## config.mk

```make
export PLATFORM = sky130hd
export DESIGN_NAME = pixel_readout_capture
export DESIGN_NICKNAME = d
export VERILOG_FILES = /design/src/rtl/pixel_readout_pkg.sv /design/src/rtl/pixel_readout_capture_fifo.sv /design/src/rtl/pixel_readout_capture.sv
export SDC_FILE = /design/constraint.sdc
export NUM_CORES = 1
export LEC_CHECK = 0
export BUFFER_PORTS_ARGS = -buffer_cell sky130_fd_sc_hd__buf_4
export CORE_ASPECT_RATIO = 0.6
export CORE_MARGIN = 5
export CORE_UTILIZATION = 50
export CTS_CLUSTER_SIZE = 30
export DETAILED_ROUTE_END_ITERATION = 16
export PLACE_DENSITY = 0.68
export SKIP_CTS_REPAIR_TIMING = 1
export SLEW_MARGIN = 15
export SYNTH_ARGS = -nofsm -noshare
export SYNTH_HDL_FRONTEND = slang
export SYNTH_HIERARCHICAL = 1
export SYNTH_SLANG_ARGS = --single-unit
```

## constraint.sdc

```tcl
create_clock -name clk -period 15.4 [get_ports clk]
set_input_delay 0.77 -clock clk [delete_from_list [all_inputs] [get_ports clk]]
set_output_delay 0.77 -clock clk [all_outputs]
set_load 0.005 [all_outputs]
```

## src/rtl/pixel_readout_pkg.sv

```systemverilog
// Shared types and helpers for the pixel readout receiver.
// Sizes are capped at MAX_N lanes, IDX_MAX_W index bits and FRAME_MAX_W frame bits.
package pixel_readout_pkg;

  localparam int MAX_N       = 32;
  localparam int IDX_MAX_W   = 5;
  localparam int FRAME_MAX_W = 16;

  typedef enum logic [1:0] {
    ST_IDLE,
    ST_SETTLE,
    ST_DRAIN,
    ST_WAIT_REL
  } state_t;

  typedef struct packed {
    logic [7:0]             data;
    logic [IDX_MAX_W-1:0]   idx;
    logic [FRAME_MAX_W-1:0] frame;
  } pix_entry_t;

  // A lane is enabled when its 2-bit READ field is nonzero.
  function automatic logic [MAX_N-1:0] lane_mask(input logic [2*MAX_N-1:0] code);
    logic [MAX_N-1:0] m;
    m = '0;
    for (int k = 0; k < MAX_N; k++) begin
      m[k] = |code[2*k +: 2];
    end
    return m;
  endfunction

endpackage

```

## src/rtl/pixel_readout_capture_fifo.sv

```systemverilog
// First-word-fall-through FIFO; a pop frees a slot for a push on the same edge, even when full.
module pixel_byte_fifo #(
  parameter int WIDTH = 8,
  parameter int DEPTH = 8
) (
  input  logic             clk,
  input  logic             reset,
  input  logic             push,
  input  logic [WIDTH-1:0] push_data,
  input  logic             pop,
  output logic [WIDTH-1:0] pop_data,
  output logic             full,
  output logic             empty
);

  localparam int AW = $clog2(DEPTH);

  logic [WIDTH-1:0] mem [DEPTH];
  logic [AW:0]      wr_ptr_reg;
  logic [AW:0]      rd_ptr_reg;
  logic             do_pop;
  logic             do_push;

  assign empty   = (wr_ptr_reg == rd_ptr_reg);
  assign full    = (wr_ptr_reg[AW] != rd_ptr_reg[AW]) &&
                   (wr_ptr_reg[AW-1:0] == rd_ptr_reg[AW-1:0]);
  assign do_pop  = pop & ~empty;
  assign do_push = push & (~full | do_pop);

  always_ff @(posedge clk or posedge reset) begin
    if (reset) begin
      wr_ptr_reg <= '0;
      rd_ptr_reg <= '0;
    end else begin
      if (do_push) wr_ptr_reg <= wr_ptr_reg + 1'b1;
      if (do_pop)  rd_ptr_reg <= rd_ptr_reg + 1'b1;
    end
  end

  always_ff @(posedge clk) begin
    if (do_push) mem[wr_ptr_reg[AW-1:0]] <= push_data;
  end

  // Head is forced to zero while empty so outputs read back as zero after reset.
  assign pop_data = empty ? '0 : mem[rd_ptr_reg[AW-1:0]];

endmodule

```

## src/rtl/pixel_readout_capture.sv

```systemverilog
// Array-side READ/DATA receiver: settle after each READ code, latch the bus,
// serialize enabled byte lanes into a FWFT FIFO tagged with lane index and frame.
module pixel_readout_capture
  import pixel_readout_pkg::*;
#(
  parameter int N          = 2,
  parameter int SETTLE     = 2,
  parameter int FIFO_DEPTH = 8,
  parameter int FRAME_W    = 8
) (
  input  logic                              clk,
  input  logic                              reset,
  input  logic                              erase,
  input  logic [2*N-1:0]                    read,
  input  logic [8*N-1:0]                    data_in,
  output logic                              m_valid,
  input  logic                              m_ready,
  output logic [7:0]                        m_data,
  output logic [((N > 1) ? $clog2(N) : 1)-1:0] m_idx,
  output logic [FRAME_W-1:0]                m_frame,
  output logic                              overflow,
  output logic                              busy
);

  localparam int IDX_W = (N > 1) ? $clog2(N) : 1;
  localparam int CNT_W = $clog2(SETTLE + 1);

  state_t             state_reg, state_next;
  logic [CNT_W-1:0]   cnt_reg, cnt_next;
  logic [2*N-1:0]     last_code_reg, last_code_next;
  logic [N-1:0]       mask_reg, mask_next, mask_rest;
  logic [8*N-1:0]     cap_reg;
  logic               erase_q_reg;
  logic [FRAME_W-1:0] frame_reg;
  logic               overflow_reg;

  logic               capture;
  logic               push;
  logic               drop;
  logic               fifo_full;
  logic               fifo_empty;
  logic               fifo_pop;
  logic [IDX_W-1:0]   lane_sel;
  logic [7:0]         cap_lane [N];
  logic [2*MAX_N-1:0] read_ext;
  logic [MAX_N-1:0]   read_mask_full;
  logic [N-1:0]       read_mask;
  pix_entry_t         wr_entry;
  pix_entry_t         rd_entry;
  logic [$bits(pix_entry_t)-1:0] rd_bits;

  always_comb begin
    read_ext          = '0;
    read_ext[2*N-1:0] = read;
  end

  assign read_mask_full = lane_mask(read_ext);
  assign read_mask      = read_mask_full[N-1:0];

  generate
    for (genvar gi = 0; gi < N; gi++) begin : g_lane
      assign cap_lane[gi] = cap_reg[8*gi +: 8];
    end
    if (N < MAX_N) begin : g_mask_pad
      logic unused_mask_bits;
      assign unused_mask_bits = |read_mask_full[MAX_N-1:N];
    end
  endgenerate

  // Lowest pending lane goes out first; descending scan lets the last hit win.
  always_comb begin
    lane_sel = '0;
    for (int k = N - 1; k >= 0; k--) begin
      if (mask_reg[k]) lane_sel = IDX_W'(k);
    end
  end

  assign mask_rest = mask_reg & (mask_reg - 1'b1);

  always_comb begin
    state_next     = state_reg;
    cnt_next       = cnt_reg;
    last_code_next = last_code_reg;
    mask_next      = mask_reg;
    capture        = 1'b0;
    push           = 1'b0;
    case (state_reg)
      ST_IDLE: begin
        if (read != '0) begin
          state_next     = ST_SETTLE;
          cnt_next       = '0;
          last_code_next = read;
        end
      end
      ST_SETTLE: begin
        if (read == '0) begin
          state_next = ST_IDLE;
        end else if (read != last_code_reg) begin
          cnt_next       = '0;
          last_code_next = read;
        end else if (cnt_reg == CNT_W'(SETTLE - 1)) begin
          capture    = 1'b1;
          mask_next  = read_mask;
          state_next = ST_DRAIN;
        end else begin
          cnt_next = cnt_reg + 1'b1;
        end
      end
      ST_DRAIN: begin
        push      = 1'b1;
        mask_next = mask_rest;
        if (mask_rest == '0) state_next = ST_WAIT_REL;
      end
      ST_WAIT_REL: begin
        if (read == '0) begin
          state_next = ST_IDLE;
        end else if (read != last_code_reg) begin
          state_next     = ST_SETTLE;
          cnt_next       = '0;
          last_code_next = read;
        end
      end
      default: state_next = ST_IDLE;
    endcase
  end

  always_ff @(posedge clk or posedge reset) begin
    if (reset) begin
      state_reg     <= ST_IDLE;
      cnt_reg       <= '0;
      last_code_reg <= '0;
      mask_reg      <= '0;
      cap_reg       <= '0;
    end else begin
      state_reg     <= state_next;
      cnt_reg       <= cnt_next;
      last_code_reg <= last_code_next;
      mask_reg      <= mask_next;
      if (capture) cap_reg <= data_in;
    end
  end

  // A drop on the same edge as an erase rise still flags overflow for the new frame.
  always_ff @(posedge clk or posedge reset) begin
    if (reset) begin
      erase_q_reg  <= 1'b0;
      frame_reg    <= '0;
      overflow_reg <= 1'b0;
    end else begin
      erase_q_reg <= erase;
      if (erase && !erase_q_reg) begin
        frame_reg    <= frame_reg + 1'b1;
        overflow_reg <= 1'b0;
      end
      if (drop) overflow_reg <= 1'b1;
    end
  end

  assign fifo_pop = ~fifo_empty & m_ready;
  assign drop     = push & fifo_full & ~fifo_pop;

  always_comb begin
    wr_entry       = '0;
    wr_entry.data  = cap_lane[lane_sel];
    wr_entry.idx   = IDX_MAX_W'(lane_sel);
    wr_entry.frame = FRAME_MAX_W'(frame_reg);
  end

  pixel_byte_fifo #(
    .WIDTH ($bits(pix_entry_t)),
    .DEPTH (FIFO_DEPTH)
  ) u_fifo (
    .clk       (clk),
    .reset     (reset),
    .push      (push),
    .push_data (wr_entry),
    .pop       (fifo_pop),
    .pop_data  (rd_bits),
    .full      (fifo_full),
    .empty     (fifo_empty)
  );

  assign rd_entry = pix_entry_t'(rd_bits);

  generate
    if (IDX_W < IDX_MAX_W) begin : g_idx_pad
      logic unused_idx_bits;
      assign unused_idx_bits = |rd_entry.idx[IDX_MAX_W-1:IDX_W];
    end
    if (FRAME_W < FRAME_MAX_W) begin : g_frame_pad
      logic unused_frame_bits;
      assign unused_frame_bits = |rd_entry.frame[FRAME_MAX_W-1:FRAME_W];
    end
  endgenerate

  assign m_valid  = ~fifo_empty;
  assign m_data   = rd_entry.data;
  assign m_idx    = rd_entry.idx[IDX_W-1:0];
  assign m_frame  = rd_entry.frame[FRAME_W-1:0];
  assign overflow = overflow_reg;
  assign busy     = (state_reg != ST_IDLE);

endmodule

```

==> qor.yml <==
status:
  status: "complete, no violations"
die:
  start_util_pct: 51.4
  core_sq_um: 14500
  boundaryPins: 44
  die_x_um: 168
  dieHeight_um: 105
  row_count: 34
  dieArea_sq_um: 17600
detailed_routing:
  drt_iter0_drc: 298
  dr.pass1.iters: 5
  routed_wl_mm: 14.6
  viasPerCell: 5.61
  final_antenna_net_count: 0
  route.detailed.drc: 0
  dr_total_vias: 3732
  wl_per_cell_um: 22.0
cells_and_area:
  fin_util_pct: 58.9
  area_delta_synth_final_pct: 14.7
  nNetsFinal: 482
  fin_area_sq_um: 8570
  fillCellCount: 1093
  drive_above_1_share_pct: 36.4
  antenna_cells: 0
  largest_reg_flops: 136
cts:
  tritoncts: "done"
  cts_root_buffer: "clkbuf_16"
  htree_levels: 4
  max-clock-path-buffers: 2
  cts.sinks: 180
  clk_pin_slew_worst_paths_ps: 70
  clock_latency_ps: 420
  numCtsBuffers: 17
timing:
  skew_ps: 16.0
  worst_pin_slew_ps: 1170
  postLayoutSetupSlackWorst_ps: 11420
  slew-limit-headroom_pct: 22.3
  slew_violations: 0
  fmax_mhz: 251
  fin_crit_sh_pct: 25.9
  rsz0062_at_grt: "no"
  hold_violations: 0
  setup_tns_ps: 0
  finalSetupViolCount: 0
  period_needed_ps: 3980
global_route:
  grt_max_degree: 39
  antenna_found_initial: 0
  first_global_vias: 3881
  track_usage_pct: 17.7
  grt_pass1_wl_mm: 23.3
  gr-total-overflow: 0
pwr:
  leakagePower_nw: 3.20
  ir_worst_vdd_mv: 0.0852
  power_density_nw_per_um2: 164
critical_path:
  cpPeakStageDelay_ps: 1110
  worstSetupStartpointType: "flop"
  crit_arrival_ps: 4080
  crit_path_end_kind: "flop"
  reg2reg_depth: 6
  crit_path_start: "u_fifo/rd_ptr_reg[2]"
  ff2ff_setup_slack_ps: 11420
  timing.rr.end: "u_fifo/mem[5][28]"
  path_cells: "xnor2_2 -> and4_1 -> nor2b_1 -> nor3_1 -> nor4b_2 -> buf_4"
  worstPathRequired_ps: 15500
  cp_slowest_cell: "dfrtp_1"
  cp-endpoint: "u_fifo/mem[5][28]"
  worstReg2RegStart: "u_fifo/rd_ptr_reg[2]"
  criticalPathCategory: "reg2reg"
  crit_path_max_fanout: 21
place:
  postPlaceCellArea_sq_um: 8010
  dp_worst_setup_slack_ps: 11500
  place_hpwl_mm: 9.59
  io_buffers: 43
  globalplace.congestion: 0.774
yosys:
  syn_area_sq_um: 7470
  syn_avg_cell_area_sq_um: 18.2
  synthesis.nets: 439
  synth_warnings: 6
  syn_inst: 411
job:
  max_cap_viol_count: 0
min_path:
  min_path_type: "in2async"
worst min path at each step:
stage | endpoint | depth (start not counted) | slack, ps | startpoint
after floorplan | cap_reg[10] | 1 | 470 | cap_reg[10]
after global placement | cap_reg[12] | 1 | 490 | cap_reg[12]
after detailed placement | cap_reg[1] | 1 | 490 | cap_reg[1]
after CTS | u_fifo/wr_ptr_reg[3] | 2 | 300 | reset
after global routing | u_fifo/rd_ptr_reg[2] | 2 | 320 | reset
final | u_fifo/rd_ptr_reg[2] | 2 | 300 | reset
critical path: cells and delay by family (launching register included):
kind	cells	cell delay [ps]
xor+xnor	1	210
buf+inv	1	320
flops	1	1110
simple gates	4	1990
cell type report:
class                   instances  area (sq um)  share of cell area, %
multi-input cells             192          2130                   24.8
clock buffers                  19           454                   5.30
clock inverters                13           113                   1.31
well taps                     198           248                   2.89
inverters                       8          30.0                  0.350
flip-flops and latches        180          5190                   60.5
repair buffers                 55           413                   4.82
power breakdown:
part	switching, mW	internal [mW]
clock network	0.190	0.222
logic	0.173	0.193
registers	0.0529	0.571
routing by layer:
layer,vias up,track usage [%],share of wire (%)
li1,1684,-,-
met1,1935,26.3,46
met3,12,3.43,5.4
met2,101,26.5,47
met4,0,5.91,1.0
met5,-,0,0
cell usage in the layout, fill, tap and decap left out, drive strengths merged, types with 4 or more instances in the layout:
cell / count
inv: 16
clkinv: 4
xnor2: 15
ha: 4
mux2i: 18
nor4: 4
nand2: 14
nor2: 23
clkbuf: 19
xor2: 4
a22o: 4
mux2: 28
buf: 55
edfxtp: 136
mux4: 34
o21ai: 4
dfrtp: 44
nor3: 5
per-stage QoR:
stage	hold slack (ps)	instances	power, mW
2_1_floorplan	474	411	0.867
3_3_place_gp	487	633	1.00
3_5_place_dp	490	633	1.01
4_1_cts	300	665	1.42
5_1_grt	320	665	1.47
6_report	301	665	1.40
Power figures use the tool's default switching activity.
